--- config.mk ---
export PLATFORM = sky130hd
export DESIGN_NAME = alu_nibble_seq_flat
export DESIGN_NICKNAME = d
export VERILOG_FILES = /design/src/rtl/alu_nibble_seq_if.sv /design/src/rtl/alu_nibble_seq.sv /design/src/flat_wrapper.sv
export SDC_FILE = /design/constraint.sdc
export NUM_CORES = 1
export LEC_CHECK = 0
export ABC_AREA = 1
export CAP_MARGIN = 10
export CORE_MARGIN = 2
export CORE_UTILIZATION = 48
export CTS_CLUSTER_SIZE = 20
export DETAILED_ROUTE_END_ITERATION = 8
export MAX_ROUTING_LAYER = met4
export PLACE_DENSITY = 0.95
export SYNTH_ARGS = -nofsm -noshare
export SYNTH_HDL_FRONTEND = slang
export SYNTH_SLANG_ARGS = --single-unit
--- constraint.sdc ---
create_clock -name CLK -period 2.45 [get_ports CLK]
set_clock_uncertainty 0.1 [all_clocks]
set_input_delay 0.3675 -clock CLK [delete_from_list [all_inputs] [get_ports CLK]]
set_output_delay 0.3675 -clock CLK [all_outputs]
set_load 0.005 [all_outputs]
--- src/rtl/alu_nibble_seq_if.sv ---
// Bus between the instruction decoder, the nibble sequencer and the external alu4 slice.
// The slave modport is the sequencer's view; master is the decoder/alu4 side.
interface alu_nibble_seq_if;
  logic       START;
  logic [7:0] OPA;
  logic [7:0] OPB;
  logic       CIN;
  logic       MODE;
  logic [3:0] SEL;
  logic [3:0] ALU_A;
  logic [3:0] ALU_B;
  logic       ALU_CI;
  logic       ALU_M;
  logic [3:0] ALU_S;
  logic [3:0] ALU_F;
  logic       ALU_CO;
  logic       BUSY;
  logic       DONE;
  logic [7:0] RES;
  logic       COUT;
  logic       ZF;
  logic       NF;
  logic       VF;

  modport slave (
    input  START, OPA, OPB, CIN, MODE, SEL, ALU_F, ALU_CO,
    output ALU_A, ALU_B, ALU_CI, ALU_M, ALU_S,
    output BUSY, DONE, RES, COUT, ZF, NF, VF
  );

  modport master (
    output START, OPA, OPB, CIN, MODE, SEL, ALU_F, ALU_CO,
    input  ALU_A, ALU_B, ALU_CI, ALU_M, ALU_S,
    input  BUSY, DONE, RES, COUT, ZF, NF, VF
  );
endinterface

--- src/rtl/alu_nibble_seq.sv ---
// Runs an 8-bit op through one external 4-bit ALU slice as low nibble then high
// nibble, chaining the carry through a register, and gathers RES/C/Z/N/V.
module alu_nibble_seq #(
  parameter logic [3:0] S_ADD = 4'b1001,
  parameter logic [3:0] S_SUB = 4'b0110
) (
  input  logic             CLK,
  input  logic             RST,
  alu_nibble_seq_if.slave  bus
);

  typedef enum logic [1:0] {IDLE, LO, HI, FIN} state_t;

  state_t     state, state_nxt;
  logic       accept;
  logic [7:0] opa_q, opb_q;
  logic       cin_q, mode_q;
  logic [3:0] sel_q;
  logic [3:0] lo_f_q;
  logic       cy_q;
  logic [7:0] res_q;
  logic       cout_q, zf_q, nf_q, vf_q;

  logic [3:0] alu_a, alu_b;
  logic       alu_ci, busy, done;
  logic       v_en, b7;

  // Overflow only has meaning for the add/subtract selects in arithmetic mode;
  // subtract feeds the inverted B sign into the same same-sign test.
  assign v_en = mode_q && ((sel_q == S_ADD) || (sel_q == S_SUB));
  assign b7   = (sel_q == S_SUB) ? ~opb_q[7] : opb_q[7];

  always_comb begin
    state_nxt = state;
    accept    = 1'b0;
    alu_a     = '0;
    alu_b     = '0;
    alu_ci    = 1'b0;
    busy      = 1'b0;
    done      = 1'b0;
    case (state)
      IDLE: begin
        if (bus.START) begin
          accept    = 1'b1;
          state_nxt = LO;
        end
      end
      LO: begin
        busy      = 1'b1;
        alu_a     = opa_q[3:0];
        alu_b     = opb_q[3:0];
        alu_ci    = cin_q;
        state_nxt = HI;
      end
      HI: begin
        busy      = 1'b1;
        alu_a     = opa_q[7:4];
        alu_b     = opb_q[7:4];
        alu_ci    = cy_q;
        state_nxt = FIN;
      end
      FIN: begin
        done = 1'b1;
        if (bus.START) begin
          accept    = 1'b1;
          state_nxt = LO;
        end else begin
          state_nxt = IDLE;
        end
      end
      default: state_nxt = IDLE;
    endcase
  end

  always_ff @(posedge CLK) begin
    if (RST) begin
      state  <= IDLE;
      opa_q  <= '0;
      opb_q  <= '0;
      cin_q  <= 1'b0;
      mode_q <= 1'b0;
      sel_q  <= '0;
      lo_f_q <= '0;
      cy_q   <= 1'b0;
      res_q  <= '0;
      cout_q <= 1'b0;
      zf_q   <= 1'b0;
      nf_q   <= 1'b0;
      vf_q   <= 1'b0;
    end else begin
      state <= state_nxt;
      if (accept) begin
        opa_q  <= bus.OPA;
        opb_q  <= bus.OPB;
        cin_q  <= bus.CIN;
        mode_q <= bus.MODE;
        sel_q  <= bus.SEL;
      end
      if (state == LO) begin
        lo_f_q <= bus.ALU_F;
        cy_q   <= bus.ALU_CO;
      end
      if (state == HI) begin
        res_q  <= {bus.ALU_F, lo_f_q};
        cout_q <= mode_q ? bus.ALU_CO : cin_q;
        zf_q   <= ({bus.ALU_F, lo_f_q} == 8'h00);
        nf_q   <= bus.ALU_F[3];
        vf_q   <= v_en && (opa_q[7] == b7) && (bus.ALU_F[3] != opa_q[7]);
      end
    end
  end

  assign bus.ALU_A  = alu_a;
  assign bus.ALU_B  = alu_b;
  assign bus.ALU_CI = alu_ci;
  assign bus.ALU_M  = mode_q;
  assign bus.ALU_S  = sel_q;
  assign bus.BUSY   = busy;
  assign bus.DONE   = done;
  assign bus.RES    = res_q;
  assign bus.COUT   = cout_q;
  assign bus.ZF     = zf_q;
  assign bus.NF     = nf_q;
  assign bus.VF     = vf_q;

endmodule

--- src/flat_wrapper.sv ---
// flat-port wrapper written by rule: the top's interface ports become plain ports
module alu_nibble_seq_flat 
#(
  parameter logic [3:0] S_ADD = 4'b1001,
  parameter logic [3:0] S_SUB = 4'b0110
)
  (CLK, RST, bus_START, bus_OPA, bus_OPB, bus_CIN, bus_MODE, bus_SEL, bus_ALU_F, bus_ALU_CO, bus_ALU_A, bus_ALU_B, bus_ALU_CI, bus_ALU_M, bus_ALU_S, bus_BUSY, bus_DONE, bus_RES, bus_COUT, bus_ZF, bus_NF, bus_VF);
  alu_nibble_seq_if bus_i ();
  input  logic CLK;
  input  logic RST;
  input wire logic [$bits(bus_i.START)-1:0] bus_START;
  input wire logic [$bits(bus_i.OPA)-1:0] bus_OPA;
  input wire logic [$bits(bus_i.OPB)-1:0] bus_OPB;
  input wire logic [$bits(bus_i.CIN)-1:0] bus_CIN;
  input wire logic [$bits(bus_i.MODE)-1:0] bus_MODE;
  input wire logic [$bits(bus_i.SEL)-1:0] bus_SEL;
  input wire logic [$bits(bus_i.ALU_F)-1:0] bus_ALU_F;
  input wire logic [$bits(bus_i.ALU_CO)-1:0] bus_ALU_CO;
  output wire logic [$bits(bus_i.ALU_A)-1:0] bus_ALU_A;
  output wire logic [$bits(bus_i.ALU_B)-1:0] bus_ALU_B;
  output wire logic [$bits(bus_i.ALU_CI)-1:0] bus_ALU_CI;
  output wire logic [$bits(bus_i.ALU_M)-1:0] bus_ALU_M;
  output wire logic [$bits(bus_i.ALU_S)-1:0] bus_ALU_S;
  output wire logic [$bits(bus_i.BUSY)-1:0] bus_BUSY;
  output wire logic [$bits(bus_i.DONE)-1:0] bus_DONE;
  output wire logic [$bits(bus_i.RES)-1:0] bus_RES;
  output wire logic [$bits(bus_i.COUT)-1:0] bus_COUT;
  output wire logic [$bits(bus_i.ZF)-1:0] bus_ZF;
  output wire logic [$bits(bus_i.NF)-1:0] bus_NF;
  output wire logic [$bits(bus_i.VF)-1:0] bus_VF;
  assign bus_i.START = bus_START;
  assign bus_i.OPA = bus_OPA;
  assign bus_i.OPB = bus_OPB;
  assign bus_i.CIN = bus_CIN;
  assign bus_i.MODE = bus_MODE;
  assign bus_i.SEL = bus_SEL;
  assign bus_i.ALU_F = bus_ALU_F;
  assign bus_i.ALU_CO = bus_ALU_CO;
  assign bus_ALU_A = bus_i.ALU_A;
  assign bus_ALU_B = bus_i.ALU_B;
  assign bus_ALU_CI = bus_i.ALU_CI;
  assign bus_ALU_M = bus_i.ALU_M;
  assign bus_ALU_S = bus_i.ALU_S;
  assign bus_BUSY = bus_i.BUSY;
  assign bus_DONE = bus_i.DONE;
  assign bus_RES = bus_i.RES;
  assign bus_COUT = bus_i.COUT;
  assign bus_ZF = bus_i.ZF;
  assign bus_NF = bus_i.NF;
  assign bus_VF = bus_i.VF;
  alu_nibble_seq #(.S_ADD(S_ADD), .S_SUB(S_SUB)) u_core (.CLK(CLK), .RST(RST), .bus(bus_i));
endmodule
==> flow_summary.toml <==
[worst_setup_path]
critical_path_class = "register to output pin"
crit_buf_inv = 3
cp.arrival_ns = 1.89
critPathSlowestCell = "clkdlybuf4s50_1"
worst-path-max-fanout = 10
cp-end-kind = "output pin"
worstSetupStartpointType = "register"
path_delay_family = "buffers and inverters"
rrSetupSlack_ns = 0.89
timing.rr.start = "u_core.state[0]$_SDFFE_PP0P_"
r2r_cells = 6
max_stage_delay_ns = 0.53
crit_required_ns = 1.98
regToRegEndpoint = "u_core.bus.ALU_M$_SDFFE_PP0P_"
path_cells = "inv_2 > ha_4 > clkinv_4 > a21oi_1 > clkdlybuf4s50_1"

[power_and_ir_drop]
power_density_nw_per_um2 = 1050
switching_share_pct = 38.5
seqPwrFrac_pct = 41.4
p_clk_share_pct = 13.4
irDropWorstVdd_mv = 0.821
power_switching_uw = 967
p_int_mw = 1.55
p_leak_nw = 0.956
comb_power_share_pct = 45.2

[synth]
netlist_instances = 236
ys.flop_type = "dfxtp_1"
seq_area_frac_synth_pct = 46.7
syn_area_sq_um = 1720
synth_top_area_share_pct = 46.7
async_flop_share_pct = 0
syn_avg_cell_area_sq_um = 7.27
synth_fp_nets = 271
ys_seq_elements = 40
synth_edf_count = 0
synthDistinctLibCells = 21
synth-warning-count = 0
yosys.area.top_type = "dfxtp_1"
ys_top_cells_by_area = "dfxtp_1 (47%), nor2_1 (12%), o21ai_0 (11%)"

[die]
die_x_um = 63.8
io_pins = 58
rows = 21
core_sq_um = 3390
initial_utilization_pct = 50.6
die_y_um = 63.8
die_area_sq_um = 4070

[grt]
antenna_found_initial = 0
grt_pass1_wl_mm = 7.27
grt_pass1_vias = 1659
grt_max_degree = 38
groute.usage.overall_pct = 23.1
grt_remaining_overflow = 0

[drt]
via_count = 1716
drt-pass1-iter-count = 4
vias_per_cell = 5.08
drc = 0
postRouteAntennaNets = 0
routed_wl_mm = 4.32
drtIter0Drc = 66
wl_per_cell_um = 12.8

[timing]
final_max_slew_viol_count = 0
worst_pin_slew_ns = 0.481
fmax_mhz = 424
finalHoldViolCount = 0
whs_ns = 0.378
setup_viol = 0
period_needed_ns = 2.36
max_slew_margin_pct = 67.9
post-route-period-util_pct = 96.3

[layout]
syn_to_final_growth_pct = 40.2
fin_nets = 326
num_antenna_cells = 0
drive_gt1_share_pct = 9.25
fin_util_pct = 70.9
final_cell_mix = "nor2_1 (57), clkdlybuf4s50_1 (57), dfxtp_1 (38), o21ai_0 (36), nand2_1 (34)"
num-fill-cells = 271

[placed_design]
io_buffer_count = 57
gp_congestion = 0.777
hpwl_mm = 2.99

[clocking]
postCtsSetupBuffers = 0
clock_path_buffers = 2
clkTransAtPathRegs_ns = 0.11
cts_sinks = 40
cts_tree = "built"
h-tree-depth = 2
clk_latency_ns = 0.34
cts_root_buf = "clkbuf_4"
cts_buffers = 5

[status]
status = "complete, no violations"

[hold_path]
hp-class = "register to register"
min_delay_worst_endpoint = "u_core.bus.ZF$_SDFFE_PP0N_"
hp-start = "u_core.bus.ZF$_SDFFE_PP0N_"
whs_path_depth = 2

[job]
maxCapViolations = 0
cells by family after synthesis:
family          count (synthesis)  share of synthesized area (%)
simple gates                  104                           24.1
buf+inv                        28                           7.80
fa+ha+maj                       5                           3.65
flops                          40                           46.7
compound gates                 59                           17.8
repair_timing:
action                                  4_1_cts  5_1_grt
endpoints found under the setup margin        9        5
hold buffers                                  0        0
cloned                                        0        0
resized for setup                            11        4
cell type report:
type | instances | area, sq um | share of cell area (%)
multi-input cells | 168 | 826 | 34.3
well taps | 46 | 57.6 | 2.39
inverters | 17 | 68.8 | 2.86
clock buffers | 8 | 58.8 | 2.45
repair buffers | 59 | 586 | 24.3
flip-flops and latches | 40 | 808 | 33.6
through the flow:
step | setup slack, ns | power [mW] | setup TNS, ns | std cells | cell area (sq um)
floorplan | 0.819 | 1.63 | 0 | 236 | 1720
global placement | 0.173 | 2.02 | 0 | 330 | 2290
detailed placement | 0.0781 | 2.07 | 0 | 330 | 2290
CTS | 0.0595 | 2.49 | 0 | 338 | 2390
global route | -0.00588 | 2.70 | -0.00588 | 338 | 2400
finish | 0.0900 | 2.51 | 0 | 338 | 2400
flip-flops by register name (all words and copies together) (netlist names):
signal / flops
u_core.bus.ALU_S: 4
u_core.cin_q: 1
u_core.bus.COUT: 1
u_core.opb_q: 8
u_core.opa_q: 8
u_core.lo_f_q: 4
u_core.state: 2
u_core.bus.RES: 7
u_core.bus.VF: 1
u_core.cy_q: 1
u_core.bus.ALU_M: 1
u_core.bus.ZF: 1
u_core.bus.NF: 1
worst min-delay path, cell delays in order, from the launching register on:
cell and delay, ns:
dfxtp_1 0.33, nand2_1 0.06, a21oi_1 0.05
cell usage after synthesis, drive strengths merged (5+ instances only):
cell type,number
a21oi,21
buf,11
dfxtp,40
ha,5
inv,16
nand2,35
nand3,7
nor2,59
o21ai,37
power groups by stage:
stage / combinational, mW / clock [mW] / sequential, mW
5_1_grt: 1.26 / 0.369 / 1.07
3_5_place_dp: 1.04 / 0 / 1.03
3_3_place_gp: 0.996 / 0 / 1.02
2_1_floorplan: 0.623 / 0 / 1.01
6_report: 1.14 / 0.338 / 1.04
4_1_cts: 1.12 / 0.340 / 1.03
layer usage:
metal / global-route usage, % / wire length [um] / vias up
met5: - / 0 / -
met4: 5.16 / 44 / 0
met3: 5.81 / 275 / 6
met2: 41.5 / 2200 / 60
met1: 25.7 / 1800 / 785
li1: - / - / 865
how the worst max path moves through the flow:
stage	startpoint	to	slack, ns	cells past startpoint
6_report	u_core.state[1]$_SDFFE_PP0P_	bus_ALU_B[0]	0.09	5
5_1_grt	u_core.state[1]$_SDFFE_PP0P_	bus_ALU_CI	-0.006	5
4_1_cts	u_core.state[0]$_SDFFE_PP0P_	bus_ALU_B[3]	0.06	5
3_5_place_dp	u_core.state[0]$_SDFFE_PP0P_	bus_ALU_B[3]	0.08	5
3_3_place_gp	u_core.state[0]$_SDFFE_PP0P_	bus_ALU_B[3]	0.17	5
2_1_floorplan	u_core.state[0]$_SDFFE_PP0P_	bus_ALU_A[0]	0.82	4
(Power assumes the default switching activity.)
